File: src/rtl/mem_port_arbiter_pkg.sv
// Shared encodings for the memory-port arbiter: engine op codes and arbiter FSM states.
package mem_port_arbiter_pkg;

  localparam logic [1:0] OP_NONE  = 2'b00;
  localparam logic [1:0] OP_READ  = 2'b01;
  localparam logic [1:0] OP_WRITE = 2'b11;

  typedef enum logic [1:0] {
    ST_IDLE    = 2'd0,
    ST_WAIT    = 2'd1,
    ST_RELEASE = 2'd2
  } arb_state_e;

  // Op 2'b10 is illegal and never counts as a request.
  function automatic logic op_valid(input logic [1:0] op);
    return (op == OP_READ) || (op == OP_WRITE);
  endfunction

endpackage

File: src/rtl/mem_port_arbiter_rr_picker.sv
// Combinational round-robin picker: first set request at or after ptr, wrapping modulo NUM_REQ.
module mem_port_arbiter_rr_picker #(
  parameter int unsigned NUM_REQ = 4,
  parameter int unsigned IDX_W   = (NUM_REQ > 1) ? $clog2(NUM_REQ) : 1
) (
  input  logic [NUM_REQ-1:0] req,
  input  logic [IDX_W-1:0]   ptr,
  output logic [NUM_REQ-1:0] gnt,
  output logic [IDX_W-1:0]   idx,
  output logic               valid
);

  logic [IDX_W-1:0] cand;

  always_comb begin
    gnt   = '0;
    idx   = '0;
    valid = 1'b0;
    cand  = '0;
    for (int unsigned i = 0; i < NUM_REQ; i++) begin
      cand = IDX_W'((32'(ptr) + i) % NUM_REQ);
      if (!valid && req[cand]) begin
        valid     = 1'b1;
        gnt[cand] = 1'b1;
        idx       = cand;
      end
    end
  end

endmodule

File: src/rtl/mem_port_arbiter.sv
// Round-robin arbiter sharing one memory port among NUM_REQ engines, one transaction per grant.
// Optional WAIT timeout enabled by defining ARB_TIMEOUT_EN; DATA_W defaults from TYPE_BW.
`ifndef TYPE_BW
`define TYPE_BW 32
`endif

module mem_port_arbiter
  import mem_port_arbiter_pkg::*;
#(
  parameter int unsigned NUM_REQ        = 4,
  parameter int unsigned DATA_W         = `TYPE_BW,
  parameter int unsigned ADDR_W         = 32,
  parameter int unsigned TIMEOUT_CYCLES = 1024
) (
  input  logic                      clk,
  input  logic                      reset,
  input  logic [2*NUM_REQ-1:0]      req_op_i,
  input  logic [ADDR_W*NUM_REQ-1:0] req_addr_i,
  input  logic [DATA_W*NUM_REQ-1:0] req_wdata_i,
  output logic [NUM_REQ-1:0]        req_opdone_o,
  output logic [DATA_W-1:0]         req_rdata_o,
  output logic [NUM_REQ-1:0]        grant_o,
  output logic [1:0]                mem_op_o,
  output logic [ADDR_W-1:0]         mem_addr_o,
  output logic [DATA_W-1:0]         mem_wdata_o,
  input  logic                      mem_opdone_i,
  input  logic [DATA_W-1:0]         mem_rdata_i,
  output logic                      busy_o,
  output logic                      err_o
);

  localparam int unsigned IdxW = (NUM_REQ > 1) ? $clog2(NUM_REQ) : 1;

  arb_state_e          state_q, state_d;
  logic [IdxW-1:0]     rr_ptr_q, rr_ptr_d;
  logic [IdxW-1:0]     gidx_q, gidx_d;
  logic [NUM_REQ-1:0]  grant_q, grant_d;
  logic [1:0]          mem_op_q, mem_op_d;
  logic [ADDR_W-1:0]   mem_addr_q, mem_addr_d;
  logic [DATA_W-1:0]   mem_wdata_q, mem_wdata_d;

  logic [NUM_REQ-1:0]  req_valid;
  logic [NUM_REQ-1:0]  pick_gnt;
  logic [IdxW-1:0]     pick_idx;
  logic                pick_valid;
  logic                timeout_hit;
  logic                done_hit;

  always_comb begin
    req_valid = '0;
    for (int unsigned r = 0; r < NUM_REQ; r++) begin
      req_valid[r] = op_valid(req_op_i[2*r +: 2]);
    end
  end

  mem_port_arbiter_rr_picker #(
    .NUM_REQ (NUM_REQ),
    .IDX_W   (IdxW)
  ) u_rr_picker (
    .req   (req_valid),
    .ptr   (rr_ptr_q),
    .gnt   (pick_gnt),
    .idx   (pick_idx),
    .valid (pick_valid)
  );

`ifdef ARB_TIMEOUT_EN
  localparam int unsigned CntW = (TIMEOUT_CYCLES > 1) ? $clog2(TIMEOUT_CYCLES) : 1;

  logic [CntW-1:0] tmo_cnt_q;
  logic            err_q;

  assign timeout_hit = (state_q == ST_WAIT) && (tmo_cnt_q == CntW'(TIMEOUT_CYCLES - 1));

  // Counter idles at zero outside WAIT, so it is already clear on WAIT entry.
  always_ff @(posedge clk) begin
    if (reset) begin
      tmo_cnt_q <= '0;
      err_q     <= 1'b0;
    end else begin
      if (state_q != ST_WAIT) begin
        tmo_cnt_q <= '0;
      end else begin
        tmo_cnt_q <= tmo_cnt_q + 1'b1;
      end
      if (timeout_hit && !mem_opdone_i) begin
        err_q <= 1'b1;
      end
    end
  end

  assign err_o = err_q;
`else
  logic unused_timeout;
  assign unused_timeout = ^TIMEOUT_CYCLES;
  assign timeout_hit    = 1'b0;
  assign err_o          = 1'b0;
`endif

  assign done_hit = (state_q == ST_WAIT) && (mem_opdone_i || timeout_hit);

  always_comb begin
    state_d     = state_q;
    rr_ptr_d    = rr_ptr_q;
    gidx_d      = gidx_q;
    grant_d     = grant_q;
    mem_op_d    = mem_op_q;
    mem_addr_d  = mem_addr_q;
    mem_wdata_d = mem_wdata_q;
    unique case (state_q)
      ST_IDLE: begin
        if (pick_valid) begin
          state_d     = ST_WAIT;
          grant_d     = pick_gnt;
          gidx_d      = pick_idx;
          mem_op_d    = req_op_i[2*pick_idx +: 2];
          mem_addr_d  = req_addr_i[ADDR_W*pick_idx +: ADDR_W];
          mem_wdata_d = req_wdata_i[DATA_W*pick_idx +: DATA_W];
        end
      end
      ST_WAIT: begin
        if (mem_opdone_i || timeout_hit) begin
          state_d  = ST_RELEASE;
          grant_d  = '0;
          mem_op_d = OP_NONE;
        end
      end
      ST_RELEASE: begin
        state_d  = ST_IDLE;
        rr_ptr_d = (gidx_q == IdxW'(NUM_REQ - 1)) ? '0 : gidx_q + 1'b1;
      end
      default: state_d = ST_IDLE;
    endcase
  end

  always_ff @(posedge clk) begin
    if (reset) begin
      state_q     <= ST_IDLE;
      rr_ptr_q    <= '0;
      gidx_q      <= '0;
      grant_q     <= '0;
      mem_op_q    <= OP_NONE;
      mem_addr_q  <= '0;
      mem_wdata_q <= '0;
    end else begin
      state_q     <= state_d;
      rr_ptr_q    <= rr_ptr_d;
      gidx_q      <= gidx_d;
      grant_q     <= grant_d;
      mem_op_q    <= mem_op_d;
      mem_addr_q  <= mem_addr_d;
      mem_wdata_q <= mem_wdata_d;
    end
  end

  // Done and read data leave together so the engine samples both in one cycle.
  assign req_opdone_o = done_hit ? grant_q : '0;
  assign req_rdata_o  = (timeout_hit && !mem_opdone_i) ? '0 : mem_rdata_i;
  assign grant_o      = grant_q;
  assign mem_op_o     = mem_op_q;
  assign mem_addr_o   = mem_addr_q;
  assign mem_wdata_o  = mem_wdata_q;
  assign busy_o       = (state_q != ST_IDLE);

endmodule
File: config.mk
export PLATFORM = sky130hd
export DESIGN_NAME = mem_port_arbiter
export DESIGN_NICKNAME = d
export VERILOG_FILES = /design/src/rtl/mem_port_arbiter_pkg.sv /design/src/rtl/mem_port_arbiter_rr_picker.sv /design/src/rtl/mem_port_arbiter.sv
export SDC_FILE = /design/constraint.sdc
export NUM_CORES = 1
export LEC_CHECK = 0
export BUFFER_PORTS_ARGS = -buffer_cell sky130_fd_sc_hd__buf_4
export CAP_MARGIN = 20
export CORE_AREA = 4 4 155 157
export CTS_CLUSTER_SIZE = 14
export DETAILED_ROUTE_END_ITERATION = 8
export DIE_AREA = 0 0 159 161
export RECOVER_POWER = 100
export REMOVE_ABC_BUFFERS = 1
export SKIP_CTS_REPAIR_TIMING = 1
export SLEW_MARGIN = 20
export SYNTH_ARGS = -nofsm -noshare
export SYNTH_HDL_FRONTEND = slang
export SYNTH_SLANG_ARGS = --single-unit
File: constraint.sdc
create_clock -name clk -period 5.9 [get_ports clk]
set_input_delay 0.885 -clock clk [delete_from_list [all_inputs] [get_ports clk]]
set_output_delay 0.885 -clock clk [all_outputs]
set_load 0.02 [all_outputs]
Word-level counts from Yosys, hierarchy flattened
Index checks and enable logic that the tools add are counted.

Register bits: 76. Latch bits: 0. Memory bits (writable): 0. Bits in read-only memories: 0. Input bits: 299. Output and inout bits: 108. Logic and storage cells: 98. Memories kept: 0.

Add/sub/neg operators: 4. Multipliers: 0. Divide/modulo/power cells: 0. $lt $le $gt $ge: 8. Eq/ne operators: 13. Shift operators: 3. Muxes and demuxes: 39. Bitwise logic cells: 3. Reduce and logical (&&, ||, !) cells: 21.

Operators with widths (count): $shiftx A128 B8 Y32 (2); $mux W4 (7); $mux W2 (9); $eq A2 B2 Y1 const B (6); $lt A2 B3 Y1 const B (4); $mux W1 (12); $or A4 B4 Y4 (3); $eq A2 B1 Y1 const B (5); $bmux W1 S2 (4); $demux W1 S2 (4); $ge A2 B1 Y1 const B (4); $logic_and A1 B1 Y1 (8); $pmux W2 S2 (2); $pmux W4 S2 (1); $shiftx A8 B4 Y2 (1); $add A2 B1 Y2 const B (2); $add A2 B2 Y2 const B (2); $logic_or A1 B1 Y1 (4); $ne A2 B2 Y1 const B (2); $reduce_and A2 Y1 (2); $reduce_bool A2 Y1 (2); $logic_not A1 Y1 (3); $reduce_and A3 Y1 (1); $logic_not A2 Y1 (1).

Longest topological paths before layout
Gate-level depths: netlist of the first run.

Word-level depth: 17. Mapped depth: 13.

Modules after synthesis
Synthesis of the first run repeated with hierarchy kept, for this count alone.

Cells, all modules: 363. Area, all modules: 4744.6 um^2.

By module, submodules not included: mem_port_arbiter (instances 1, cells each 318, area an instance 4325.4 um^2, seq. area each 1521.5 um^2); mem_port_arbiter_rr_picker (instances 1, cells each 45, area an instance 419.2 um^2, seq. area each 0.0 um^2).

Worst setup path after synthesis of the first run
OpenSTA, ideal clock, no wires.

Kind: register -> register. From: reg rr_ptr_q[1]. To: reg mem_addr_q[1] (netlist: mem_addr_o[1]). Setup time: 0.117 ns. Arrival time: 3.173 ns. Required time: 5.783 ns. Setup slack: 2.610 ns. Cell stages (with the launch flop): 13. Period minus slack after synthesis: 3.290 ns. Path through: dfxtp_1 -> clkbuf_1 -> inv_1 -> ha_1 -> clkbuf_1 -> mux4_2 -> or2_4 -> nor3b_4 -> o32ai_4 -> buf_8 -> buf_8 -> mux2i_1 -> a22o_1.

Word-level cells in the longest chain between the ends: 13. Elaborated cells between the ends (all ways): 27.

RTL lines: start, declared (RTL line mem_port_arbiter.sv:35) `logic [IdxW-1:0] rr_ptr_q, rr_ptr_d;`; start signal, assigned (RTL line mem_port_arbiter.sv:147) `rr_ptr_q <= rr_ptr_d;`; branches (longest 13 deep; another with $add A2 B1 Y2); end signal, assigned (RTL line mem_port_arbiter.sv:151) `mem_addr_q <= mem_addr_d;`; end, declared (RTL line mem_port_arbiter.sv:39) `logic [ADDR_W-1:0] mem_addr_q, mem_addr_d;`.

Several ways; the timed one is not identified. The select of a mux whose other input is x is not followed. A chain may end at the register's enable or synchronous reset.

Worst setup path in the final report of the first run
From: reg rr_ptr_q[0]. To: reg mem_addr_q[15] (netlist: mem_addr_o[15]).

The elaborated chain is that of the path after synthesis.

==> metrics.txt, run 1 <==
run status finished, final reports clean; dpl ws 1540 ps; Avg Synthesized Cell Area 10.6 um2; Register Area 1520 um2; DR iter-0 viols 177; Slew HR 19.8%; Root Buffer clkbuf_16; GR Util met2 23.3%; Final Cell Area 7900 um2; CTS Buffer Depth 2; met1 global-route usage 16.0%; antenna-violating nets left 0; Hold Crit Class reg2reg; Worst path slowest cell dfxtp_1; critical path, cell by cell inv_1, ha_1, mux4_2, or2_0, nor3b_1, o32ai_1, clkbuf_2, mux2i_1, a22o_1; DIE AREA around 26000 um2; setup violators final 0; grt ovf 0; post-synthesis mux area share 38.7%; max incr delay on CP 720 ps; Clock Latency Late Sink 340 ps; First-pass DRT Iterations 4; layout cells sized above 1 38.5%; WL/cell 17.5 um; Post-Synth Adder-Cell Area 2.08%; largest net degree at the start of global routing 61; final hold vios 0; Placer Congestion 0.749; area leader, netlist mux2i_1; Non-Filler Instances between 1000 and 1500; fin. max-slew vios 0; Remaining DRCs 0; Cell variety after synth 43; CP Launch Type flip-flop; Synth Area in Compound Gates 15.6%; RSZ-0062 raised after global routing false; CP required 6180 ps; count leader, synth mux2i_1; core area 22500 um2; Arrival @ worst endpoint 4840 ps; fmax ~220 MHz; CTS tree built; placed insts 1072; synth warn 0; period utilization 77.1%; Synth Register Bits 76; min cycle time layout ~4600 ps; Row Count 55; critical path peak fanout 34; multi-input logic area 3270 um2; Total Power 1.97 mW; clock slew at reported path FFs 70 ps; Starting Density 24.1%; number of diodes 0; Top-Level Pins 407; Cells after Synth 511; die height 161 um; nets approximately 1100; Total GRT Usage 13.9%; Layout area overhead 45.8%; drt via density 4.61; Max-Cap Viols 0; CTS Buf Count 9; clk sink count 76; GR peak layer met2; vias in the first global route slightly above 5000; Synth Cell Area about 5400 um2; fillers between 2000 and 2500; Post-synth EDFFs 0; top post-synthesis cells by area mux2i_1 37%, dfxtp_1 28%, a22o_1 11%; peak supply drop 0.142 mV; first-pass GRT wire length approximately 29000 um; xor/xnor share of the synthesized area 0%; share of the synthesized area in the top cell type 36.6%; Slew @ Worst Pin 1200 ps; initial antenna violation count 0; Placed Area 7860 um2; IO Port Bufs 341; ys flop type dfxtp_1; vias 5013; Post-Route WL about 19000 um; CTS H-tree depth 3; largest family of logic cells by synthesized area multiplexers; Final WS setup roughly 1300 ps; Seq/Total Area, Yosys 28.1%; Layout Skew 9.15 ps; Die W between 150 and 200 um; Crit. End Element flip-flop; pwr dens 249 nW/um2; placed wire-length estimate ~15000 um; Reg2Reg Setup Slack 1350 ps; crit path kind reg2reg; Synth Area in Simple Gates roughly 4.3%; post-synthesis async set-or-reset flop share 0%; Leakage around 4 nW; GR Util met3 between 6 and 7%; top cells by count, synth 198 x mux2i_1, 76 x dfxtp_1, 68 x a22o_1
logic make-up (layout without fill, tap and decap cells):
logic type | Yosys count | count (layout)
AO/OA/AOI/OAI | 100 | 100
adder cells (fa/ha/maj) | 9 | 9
buffers and inverters | 81 | 373
flip-flops | 76 | 76
multiplexers | 204 | 204
other | 1 | 1
AND/OR/NAND/NOR | 40 | 40
routing by layer:
layer,vias to the layer above,share of wire [%]
met2,248,48
met1,2294,41
met5,-,0.18
met4,2,0.98
met3,11,9.5
li1,2458,-
cell type report:
type | count | area share, %
sequential | 76 | 19.3
tap | 285 | 4.52
clock inverter | 6 | 1.41
timing repair buffer | 354 | 30.3
multi-input combinational | 354 | 41.4
inverter | 3 | 0.143
clock buffer | 10 | 2.90
where the power goes:
part,internal (mW),total [mW],switching [mW]
Clock,0.414,0.631,0.217
Sequential,0.587,0.627,0.0403
Combinational,0.346,0.710,0.364
critical path, delay by kind of cell (launching register included):
family	cells	cell delay [ps]
multiplexers	2	910
AO/OA/AOI/OAI	2	430
flip-flops	1	720
buffers and inverters	2	980
AND/OR/NAND/NOR	2	830
adder cells (fa/ha/maj)	1	560
placed cells by master (no fill, tap or decap), drive strengths merged, types with 2 or more instances in the layout:
master	Yosys	routed
a211oi	2	2
a21oi	10	10
a22o	68	68
a22oi	5	5
a2bb2oi	2	2
and2	4	4
and3b	2	2
buf	62	280
bufinv	0	3
clkbuf	16	84
dfxtp	76	76
ha	9	9
inv	3	4
mux2	2	2
mux2i	198	198
mux4	4	4
nand2	6	6
nand3	5	5
nand3b	2	2
nor2	12	12
o21a	2	2
o21ai	2	2
o21bai	4	4
state kept, by name, indices dropped and copies added (netlist names):
signal       count
mem_wdata_o     32
state_q          2
mem_addr_o      32
mem_op_o         2
grant_o          4
gidx_q           2
rr_ptr_q         2
stage by stage:
stage	util (%)	setup TNS (ps)	hold slack, ps
detailed placement	34.9	0	453
CTS	36.5	0	461
global placement	34.9	0	444
global route	35.1	0	470
floorplan	-	-67350	503
finish	35.1	0	455
worst paths after layout:
kind / from / to / cells past startpoint
hold reg to reg: mem_op_o[0]$_SDFFE_PP0P_ / mem_op_o[0]$_SDFFE_PP0P_ / 2
setup reg to reg: rr_ptr_q[0]$_SDFFE_PP0N_ / mem_addr_o[15]$_SDFFE_PP0P_ / 9
hold / removal: mem_op_o[0]$_SDFFE_PP0P_ / mem_op_o[0]$_SDFFE_PP0P_ / 2
setup / recovery: rr_ptr_q[0]$_SDFFE_PP0N_ / mem_addr_o[15]$_SDFFE_PP0P_ / 9
Note: power is estimated with default switching activity, not from simulation.
==> run 2: changes to the inputs <==
ABC_AREA = 1   (was not set)
clock period = 4.1 ns   (was 5.9 ns; I/O delays follow)
==> metrics.txt, run 2 <==
RSZ-0062 raised after global routing false (unchanged); DIE AREA 25600 um2 (unchanged); Seq/Total Area, Yosys 24.8% (was 28.1%); Cell variety after synth 26 (was 43); clock slew at reported path FFs 70 ps (about the same); share of the synthesized area in the top cell type 27.2% (was 36.6%); Synth Register Bits 76 (unchanged); Post-synth EDFFs 0 (unchanged); pwr dens 407 nW/um2 (was 249 nW/um2); crit path kind reg2reg (unchanged); commonest non-fill, non-tap cell in the layout nand2_1 (was buf_4); Slew @ Worst Pin 1020 ps (was 1200 ps); largest net degree at the start of global routing 132 (was 61); antenna-violating nets left 0 (unchanged); First-pass DRT Iterations 6 (was 4); Post-Route WL 25500 um (was 19000 um); CP required 4390 ps (was 6180 ps); WL/cell 15.4 um (was 17.5 um); Remaining DRCs 0 (unchanged); CTS Buf Count 9 (unchanged); Clock Latency Late Sink 340 ps (about the same); first-pass GRT wire length 38800 um (was 28600 um); Total GRT Usage 18.7% (was 13.9%); peak supply drop 0.171 mV (was 0.142 mV); placed wire-length estimate 18700 um (was 15100 um); Root Buffer clkbuf_16 (unchanged); Crit. End Element flip-flop (unchanged); area leader, netlist nand2_1 (was mux2i_1); top cells by count, synth 444 x nand2_1, 175 x nand3_1, 104 x nor2_1 (was 198 x mux2i_1, 76 x dfxtp_1, 68 x a22o_1); drt via density 4.59 (was 4.61); Top-Level Pins 407 (unchanged); Layout Skew 10.3 ps (was 9.15 ps); ys flop type dfxtp_1 (unchanged); grt ovf 0 (unchanged); Leakage 4.83 nW (was 3.90 nW); setup TNS 0 ps (unchanged); CP startpoint rr_ptr_q[1]$_SDFFE_PP0N_ (was rr_ptr_q[0]$_SDFFE_PP0N_); Avg Synthesized Cell Area 5.59 um2 (was 10.6 um2); fillers 2567 (was 2361); final hold vios 0 (unchanged); Final WS setup 701 ps (was 1350 ps); vias 7572 (was 5013); IO Port Bufs 341 (unchanged); Synth Cell Area 6140 um2 (was 5420 um2); DR iter-0 viols 424 (was 177); min cycle time layout 3400 ps (was 4550 ps); Slew HR 32.0% (was 19.8%); dpl ws 835 ps (was 1540 ps); Starting Density 27.3% (was 24.1%); layout cells sized above 1 22.6% (was 38.5%); CTS Buffer Depth 2 (unchanged); Hold Crit Class reg2reg (unchanged); worst reg2reg path startpoint rr_ptr_q[1]$_SDFFE_PP0N_ (was rr_ptr_q[0]$_SDFFE_PP0N_); CTS H-tree depth 3 (unchanged); fmax 294 MHz (was 220 MHz); nets 1669 (was 1106); CP Launch Type flip-flop (unchanged); critical path peak fanout 27 (was 34); Layout area overhead 40.5% (was 45.8%); Cells after Synth 1099 (was 511); die height 161 um (unchanged); top post-synthesis cells by area nand2_1 27%, dfxtp_1 25%, nand3_1 14% (was mux2i_1 37%, dfxtp_1 28%, a22o_1 11%); fin. max-slew vios 0 (unchanged); Row Count 55 (unchanged); Total Power 3.51 mW (was 1.97 mW); initial antenna violation count 0 (unchanged); Die W 159 um (unchanged); Max-Cap Viols 0 (unchanged); Placer Congestion 0.812 (was 0.749); Arrival @ worst endpoint 3690 ps (was 4840 ps); clk sink count 76 (unchanged); count leader, synth nand2_1 (was mux2i_1); most frequent cells in the layout 450 x nand2_1, 276 x buf_4, 175 x nand3_1, 104 x nor2_1, 98 x inv_1 (was 279 x buf_4, 198 x mux2i_1, 76 x dfxtp_1, 73 x clkbuf_1, 68 x a22o_1); synth warn 0 (unchanged); core area 22500 um2 (unchanged); run status finished, final reports clean (unchanged); CTS tree built (unchanged); period utilization 82.9% (was 77.1%); number of diodes 0 (unchanged); Final Util 38.3% (was 35.1%); min-delay src grant_o[2]$_SDFFE_PP0P_ (was mem_op_o[0]$_SDFFE_PP0P_); vias in the first global route 7100 (was 5100); post-synthesis async set-or-reset flop share 0% (unchanged); setup violators final 0 (unchanged); Reg2Reg Setup Slack 700 ps (was 1350 ps)
## run 2: cell types whose count changed in the layout (fill, tap and decap cells not counted), moves of 22 or more
cell,previous run,this run
nand2_1,6,450
mux2i_1,198,0
inv_1,3,98
nand3_1,5,175
nand3b_1,2,24
a22o_1,68,0
nor2_1,11,104
## run 2: path summary, 6_finish.rpt
path              depth (start not counted)                            to
setup / recovery                         14  mem_wdata_o[15]$_SDFFE_PP0P_
hold reg to reg                           2       grant_o[2]$_SDFFE_PP0P_
setup reg to reg                         14  mem_wdata_o[15]$_SDFFE_PP0P_
hold / removal                            2       grant_o[2]$_SDFFE_PP0P_
## run 2: logic make-up (layout without fill, tap and decap cells)
kind of cell,after synthesis,after routing,synth area share (%)
AOI/OAI and AO/OA,45,45,4.04
adders and majority gates,9,9,1.83
buffers and inverters,205,471,16.4
DFF,76,76,24.8
other,1,1,0.0611
and+or+nand+nor,763,763,52.9
## run 2: routing by layer
metal	wire length, um	vias up	GRT usage (%)
met5	0	-	0.379
met4	386	0	5.01
met3	2630	19	7.58
met2	11400	337	30.2
met1	11000	3333	23.3
li1	-	3883	-
## run 2: through the flow
stage | hold WS (ps) | cell area (um2) | cells
after detailed placement | 491 | 8570 | 1635
after global placement | 492 | 8570 | 1635
final | 496 | 8620 | 1650
after global routing | 504 | 8620 | 1650
after CTS | 486 | 8940 | 1650
after floorplan | 469 | 5520 | 997
## run 2: worst max-delay path: stages, from the launching register on
cell and delay (ps):
dfxtp_1 490, inv_1 240, ha_1 380, inv_1 130, nand3_1 80, nand2_1 120
nand4_1 240, nand2_1 210, nand2_1 340, inv_2 520, buf_12 250, nand3_1 90
nand3_1 100, nand2_1 50, inv_1 80
## run 2: layout make-up
type                       count  area, um2  area share (%)
inverter                     103        390            4.53
sequential                    76       1520            17.6
clock buffer                  11        253            2.93
timing repair buffer         353       2390            27.8
multi-input combinational    818       3590            41.6
tap                          285        357            4.13
clock inverter                 4        120            1.39
## run 2: power by group
part | switching, mW | internal, mW | total [mW]
Combinational | 1.00 | 0.546 | 1.55
Sequential | 0.0717 | 0.874 | 0.946
Clock | 0.331 | 0.687 | 1.02
